==> config.mk <==
export PLATFORM = sky130hd
export DESIGN_NAME = bus_initiator
export DESIGN_NICKNAME = d
export VERILOG_FILES = /design/src/rtl/bus_initiator.sv
export SDC_FILE = /design/constraint.sdc
export NUM_CORES = 1
export LEC_CHECK = 0
export BUFFER_PORTS_ARGS = -buffer_cell sky130_fd_sc_hd__buf_2
export CORE_MARGIN = 2
export CORE_UTILIZATION = 47
export CTS_BUF_LIST = sky130_fd_sc_hd__clkbuf_4
export DETAILED_ROUTE_END_ITERATION = 8
export PLACE_DENSITY = 0.9
export REMOVE_ABC_BUFFERS = 1
export SETUP_SLACK_MARGIN = 0.3
export SYNTH_ARGS = -nofsm -noshare
export SYNTH_HDL_FRONTEND = slang
export SYNTH_SLANG_ARGS = --single-unit
==> constraint.sdc <==
create_clock -name clk -period 2 [get_ports clk]
set_input_delay 0.4 -clock clk [delete_from_list [all_inputs] [get_ports clk]]
set_output_delay 0.4 -clock clk [all_outputs]
set_load 0.02 [all_outputs]
==> src/rtl/bus_initiator.sv <==
// bus_initiator: master end of the 16-bit daisy-chained register bus.
// Takes one command at a time, launches it as a single-cycle valid_o pulse
// at the head of the core chain, waits for it to come back at the tail and
// hands the captured result (with timeout/mismatch flags) to the host side.
module bus_initiator #(
    parameter int TIMEOUT = 1024,
    parameter int STRAY_W = 8
) (
    input  logic               clk,
    input  logic               rst_n,

    // command port (host side)
    input  logic               cmd_valid,
    output logic               cmd_ready,
    input  logic               cmd_rw,
    input  logic [15:0]        cmd_addr,
    input  logic [15:0]        cmd_wdata,

    // response port (host side)
    output logic               resp_valid,
    input  logic               resp_ready,
    output logic [15:0]        resp_rdata,
    output logic               resp_timeout,
    output logic               resp_mismatch,

    // status
    output logic               busy,
    output logic [STRAY_W-1:0] stray_count,

    // bus towards the first core
    output logic [15:0]        addr_o,
    output logic [15:0]        wdata_o,
    output logic [15:0]        rdata_o,
    output logic               rw_o,
    output logic               valid_o,

    // bus returning from the last core
    input  logic [15:0]        addr_i,
    input  logic [15:0]        wdata_i,
    input  logic [15:0]        rdata_i,
    input  logic               rw_i,
    input  logic               valid_i
);

    localparam int CNT_W = $clog2(TIMEOUT);
    localparam logic [CNT_W-1:0] CNT_LAST = CNT_W'(TIMEOUT - 1);

    typedef enum logic [1:0] {
        ST_IDLE,
        ST_ISSUE,
        ST_WAIT,
        ST_RESP
    } state_e;

    state_e           state_q;
    state_e           state_d;
    logic [CNT_W-1:0] wait_cnt;

    logic accept;   // command handshake this cycle
    logic ret;      // transaction returns this cycle
    logic expire;   // WAIT runs out without a return this cycle

    // The initiator never originates read data on the chain.
    assign rdata_o = '0;

    // Returned write data carries no information for the initiator.
    logic unused_wdata;
    assign unused_wdata = ^wdata_i;

    assign accept = (state_q == ST_IDLE) && cmd_valid;
    assign ret    = ((state_q == ST_ISSUE) || (state_q == ST_WAIT)) && valid_i;
    assign expire = (state_q == ST_WAIT) && !valid_i && (wait_cnt == CNT_LAST);

    // State register; reset aborts any transaction in flight.
    always_ff @(posedge clk or negedge rst_n) begin
        if (!rst_n) begin
            state_q <= ST_IDLE;
        end else begin
            // NOTE: sequential state uses <= so every register samples pre-edge values.
            state_q <= state_d;
        end
    end

    // Next-state decode and state-derived handshake/strobe outputs.
    always_comb begin
        // NOTE: defaults first, so no path through the case leaves a latch.
        state_d    = state_q;
        cmd_ready  = 1'b0;
        valid_o    = 1'b0;
        resp_valid = 1'b0;
        busy       = 1'b1;
        unique case (state_q)
            ST_IDLE: begin
                cmd_ready = 1'b1;
                busy      = 1'b0;
                if (cmd_valid) state_d = ST_ISSUE;
            end
            ST_ISSUE: begin
                valid_o = 1'b1;
                state_d = valid_i ? ST_RESP : ST_WAIT;
            end
            ST_WAIT: begin
                // A return in the last WAIT cycle beats the timeout.
                if (valid_i || (wait_cnt == CNT_LAST)) state_d = ST_RESP;
            end
            ST_RESP: begin
                resp_valid = 1'b1;
                if (resp_ready) state_d = ST_IDLE;
            end
            default: state_d = ST_IDLE;
        endcase
    end

    // Issued command: loaded on accept, held until the next accept.
    always_ff @(posedge clk or negedge rst_n) begin
        if (!rst_n) begin
            addr_o  <= '0;
            wdata_o <= '0;
            rw_o    <= 1'b0;
        end else if (accept) begin
            addr_o  <= cmd_addr;
            wdata_o <= cmd_wdata;
            rw_o    <= cmd_rw;
        end
    end

    // Wait counter: cleared while issuing, counts every WAIT cycle.
    always_ff @(posedge clk or negedge rst_n) begin
        if (!rst_n) begin
            wait_cnt <= '0;
        end else if (state_q == ST_ISSUE) begin
            wait_cnt <= '0;
        end else if (state_q == ST_WAIT) begin
            wait_cnt <= wait_cnt + CNT_W'(1);
        end
    end

    // Response fields: captured on return or on expiry, stable through RESP.
    always_ff @(posedge clk or negedge rst_n) begin
        if (!rst_n) begin
            resp_rdata    <= '0;
            resp_timeout  <= 1'b0;
            resp_mismatch <= 1'b0;
        end else if (ret) begin
            resp_rdata    <= rdata_i;
            resp_timeout  <= 1'b0;
            resp_mismatch <= (addr_i != addr_o) || (rw_i != rw_o);
        end else if (expire) begin
            resp_rdata    <= '0;
            resp_timeout  <= 1'b1;
            resp_mismatch <= 1'b0;
        end
    end

    // Saturating count of returns arriving while no transaction is in flight.
    always_ff @(posedge clk or negedge rst_n) begin
        if (!rst_n) begin
            stray_count <= '0;
        end else if (valid_i && ((state_q == ST_IDLE) || (state_q == ST_RESP))
                     && (stray_count != '1)) begin
            stray_count <= stray_count + STRAY_W'(1);
        end
    end

endmodule

Yosys cells after proc, flatten, opt, wreduce, memory -nomap -nowiden
Index checks and enable logic that the tools add are counted.
{"block": "word_totals", "reg_bits": 71, "input_bits": 87, "output_inout_bits": 79, "word_cells": 53}
{"block": "classes", "addsub": 2, "n_eq_ne": 10, "muxes": 17, "reduce_logical": 15}
{"cell": "16-bit two-way mux", "n": 2}
{"cell": "10-bit two-way mux", "n": 2}
{"cell": "16-bit != test", "n": 1}
{"cell": "10-bit by 1-bit adder with 10-bit output (second input constant)", "n": 1}
{"cell": "10-bit == test (second input constant)", "n": 1}
{"cell": "1-bit two-way mux", "n": 9}
{"cell": "8-bit by 1-bit adder with 8-bit output (second input constant)", "n": 1}
{"cell": "8-bit != test (second input constant)", "n": 1}
{"cell": "2-bit case mux with 4 select lines", "n": 1}
{"cell": "1-bit logical AND", "n": 6}
{"cell": "2-bit two-way mux", "n": 3}
{"cell": "2-bit != test (second input constant)", "n": 3}
{"cell": "2-bit == test (second input constant)", "n": 2}
{"cell": "1-bit logical OR", "n": 4}
{"cell": "2-bit nonzero test", "n": 2}
{"cell": "3-bit AND reduction", "n": 1}
{"cell": "2-bit by 1-bit == test with 1-bit output (second input constant)", "n": 1}
{"cell": "2-bit logical NOT", "n": 1}
{"cell": "1-bit logical NOT", "n": 1}
{"cell": "1-bit != test", "n": 1}

Logic depth before layout (Yosys ltp)
{"block": "logic_depth", "depth_word": 5, "depth_mapped": 7, "depth_no_buf": 6}

Least setup slack after synthesis
Ideal clock, no wire load.
{"block": "synth_path", "kind": "reg2reg", "start": "register state_q[0]", "end": "register stray_count[7]", "setup_ns": 0.125, "arrival_ns": 1.553, "t_required_ns": 1.875, "setup_slack_ns": 0.322, "path_stages_with_launch": 7, "path_buffers": 0, "synth_period_minus_slack_ns": 1.678, "cell_sequence": "dfrtp_1 > inv_1 > ha_1 > and2b_1 > and3_4 > nand4_2 > mux2_4"}
{"block": "synth_between", "elab_chain_cells": 4, "word_cells_on_any_way": 5, "cone_classes": "1 x eq/ne; 4 x reduce/logical"}
{"item": "start, declared", "line": "55", "rtl": "state_e state_q;"}
{"item": "start signal, assigned", "line": "80", "rtl": "state_q <= state_d;"}
{"item": "2-bit == test or 2-bit logical NOT (tied branches)", "line": "159", "rtl": "end else if (valid_i && ((state_q == ST_IDLE) || (state_q == ST_RESP))"}
{"item": "1-bit logical OR *", "line": "159"}
{"item": "1-bit logical AND *", "line": "159"}
{"item": "1-bit logical AND *", "line": "160", "rtl": "&& (stray_count != '1)) begin"}
{"item": "end signal, assigned", "line": "161", "rtl": "stray_count <= stray_count + STRAY_W'(1);"}
{"item": "end, declared", "line": "28", "rtl": "output logic [STRAY_W-1:0] stray_count,"}
Mark *: on every way between the ends. The rest lies on a longest branch, timed or not.
A chain may end at the register's enable or synchronous reset.

Worst setup path in the final report
{"block": "layout_path", "start": "register state_q[1]", "end": "register stray_count[7]"}
Same word-level chain as after synthesis.

==> metrics.cfg <==
[clock_network]
root_buffer = clkbuf_4
cts_sinks = 71
cts_max_level = 3
cts_tree = yes
cts_buffers = 9
cts_buffer_depth = 2
clk_latency_ns = 0.40
cts.clk_slew.worst_paths_ns = 0.13

[sta]
fin_crit_sh = 0.8468
layout_min_cycle_time_ns = 1.694
final.setup.tns_ns = 0
fin_skew_ns = 0.02087
holdWs_ns = -0.01031
rsz0062_at_grt = true
fin_ws_ns = 0.3063
setup_violations = 0
hold_violations = 8
slew_viol_final = 0
fmax_ghz = 0.5904

[critical_path]
reg2regPathDepth = 6
ff2ff_setup_slack_ns = 0.31
crit_type = flop to flop
r2r-end = stray_count[7]
path_max_fanout = 3
start_kind = flop
r2r_start = state_q[1]
cp.arrival_ns = 2.00
cp.required_ns = 2.31
crit_path_end_kind = flop

[yosys]
syn_inst = 263
ys_seq_elements = 71
synth-async-reset-ratio = 1.000
post-synth-top-count-cell = dfrtp_1
yosys-top-cells-area = dfrtp_1 54%, mux2_2 12%, xnor2_1 5.6%
synthDominantCellAreaShare = 0.5381
synth-warning-count = 0
synth_seq_area_share = 0.5381
synth_common_cells = 71 x dfrtp_1, 36 x mux2_2, 21 x xnor2_1
synth_edf_count = 0
ys_types = 36
avgSynthCellArea_sq_um = 12.55
synth_largest_area_cell = dfrtp_1
yosys_most_used_dff = dfrtp_1
syn_area_sq_um = 3302

[floorplan]
dieArea_sq_um = 7711
die_h_um = 87.82
pin_count = 166
fp-row-count = 30
die_w_um = 87.82
start_util = 0.4860
core-area_sq_um = 6794

[power]
p_per_area_nw_per_um2 = 1607
p_clk_frac = 0.109
vdd.ir_drop.worst_mv = 0.7507
combPwrFrac = 0.524
p_leak_nw = 2.122
p_switching_mw = 2.959
pwr-share-seq = 0.368
p_int_mw = 3.968
switching_share = 0.4272

[finish]
areaGrowthSynthToFinish_pct = 30.50
drive_above_1_share = 0.5157
fin_util = 0.6343
final_nets = 503
diodes = 0
nFillCells = 523
stdcell_area_sq_um = 4309

[placed_design]
dp_hpwl_mm = 5.141
place_congestion = 0.8410
portBuffers = 133
placed_area_sq_um = 4054
dp_slack_ns = 0.2073

[route]
post_drt_wl_per_cell_um = 14.06
routed_via_density = 4.961
finalWirelength_mm = 7.187
drc_errors = 0
vias = 2535
drt_first_pass_iters = 4
ant_nets = 0
dr.first_iter.drc_count = 85

[grt]
grt_pass1_wl_mm = 10.93
antenna_found_initial = 0
grt-ovfl-total = 0
groute.usage.overall = 0.1838
grt_start_max_net_pins = 72
grt_pass1_vias = 2416

[status]
violations = negative hold slack
status = finished with violations

[job]
drv_cap = 0

[worst_hold_path]
hp-class = primary input to asynchronous set/reset pin

placed cells by master (no fill, tap or decap), types with 5 or more instances in the layout:
cell      netlist  routed
buf_2           6     129
dfrtp_1        71      71
mux2_2         36      36
xnor2_1        21      21
a22o_1         17      17
conb_1          1      16
nand2_1        15      15
clkbuf_4        0      10
a21oi_1         8       8
nand4_1         8       8
buf_4          16       8
o21ai_0         6       6
nand3_1         5       5
buf_6           1       5
critical path, cell delays in order (launching register included):
cell and delay, ns:
dfrtp_1 0.41, inv_2 0.12, ha_4 0.22, and2b_2 0.23
and3_4 0.21, nand4_4 0.10, mux2_4 0.31
layout make-up:
| class | count | area (sq um) | area share |
|---|---|---|---|
| flip-flops and latches | 71 | 1777 | 0.4123 |
| multi-input cells | 176 | 1451 | 0.3368 |
| repair buffers | 145 | 822.0 | 0.1908 |
| well taps | 96 | 120.1 | 0.02787 |
| clock buffers | 10 | 75.07 | 0.01742 |
| clock inverters | 6 | 37.54 | 0.008711 |
| inverters | 7 | 26.28 | 0.006098 |
per-stage QoR:
step,instances,total power [mW]
floorplan,254,4.731
global placement,488,5.784
detailed placement,488,5.939
CTS,509,6.848
global route,511,7.384
finish,511,6.927
timing repair:
| item | CTS | global route |
|---|---|---|
| endpoints found under the hold margin | 0 | 0 |
| buffers inserted | 5 | 2 |
| setup endpoints to repair | 11 | 15 |
| hold buffers | 0 | 0 |
| resized for setup | 10 | 14 |
| pin swaps | 3 | 1 |
worst max-delay path by stage:
| stage | startpoint | to | cells after the start |
|---|---|---|---|
| finish | state_q[1] | stray_count[7] | 6 |
| global route | state_q[1] | stray_count[7] | 6 |
| CTS | state_q[0] | resp_valid | 3 |
| detailed placement | state_q[0] | stray_count[7] | 6 |
| global placement | state_q[0] | stray_count[7] | 6 |
| floorplan | state_q[1] | addr_o[0] | 4 |
routing by layer:
layer  track usage  share of wire  vias up
met2        0.3271           0.52      126
met1        0.2053           0.38     1189
met5             0              0        -
li1              -              -     1200
met3       0.04430          0.070       20
met4       0.08951          0.024        0
cells by family (layout without fill, tap and decap cells):
logic type	Yosys count	after routing	share of synthesized area
other cells	1	16	0.001136
buf+inv	31	168	0.05798
fa+ha+maj	6	6	0.02274
flops	71	71	0.5381
compound gates	40	40	0.09511
xor+xnor	25	25	0.06631
mux	39	39	0.1334
simple gates	50	50	0.08526
registers in the layout (all words and copies together), names as in the netlist:
signal / count
resp_timeout: 1
stray_count: 8
state_q: 2
wait_cnt: 10
resp_rdata: 16
wdata_o: 16
addr_o: 16
rw_o: 1
resp_mismatch: 1
power groups by stage:
stage               registers, mW  logic [mW]  clock network, mW
floorplan                    3.21        1.52                  0
global placement             2.52        3.26                  0
detailed placement           2.57        3.37                  0
CTS                          2.54        3.52              0.787
global route                 2.62        3.90              0.856
finish                       2.55        3.63              0.752
Power figures use the tool's default switching activity.
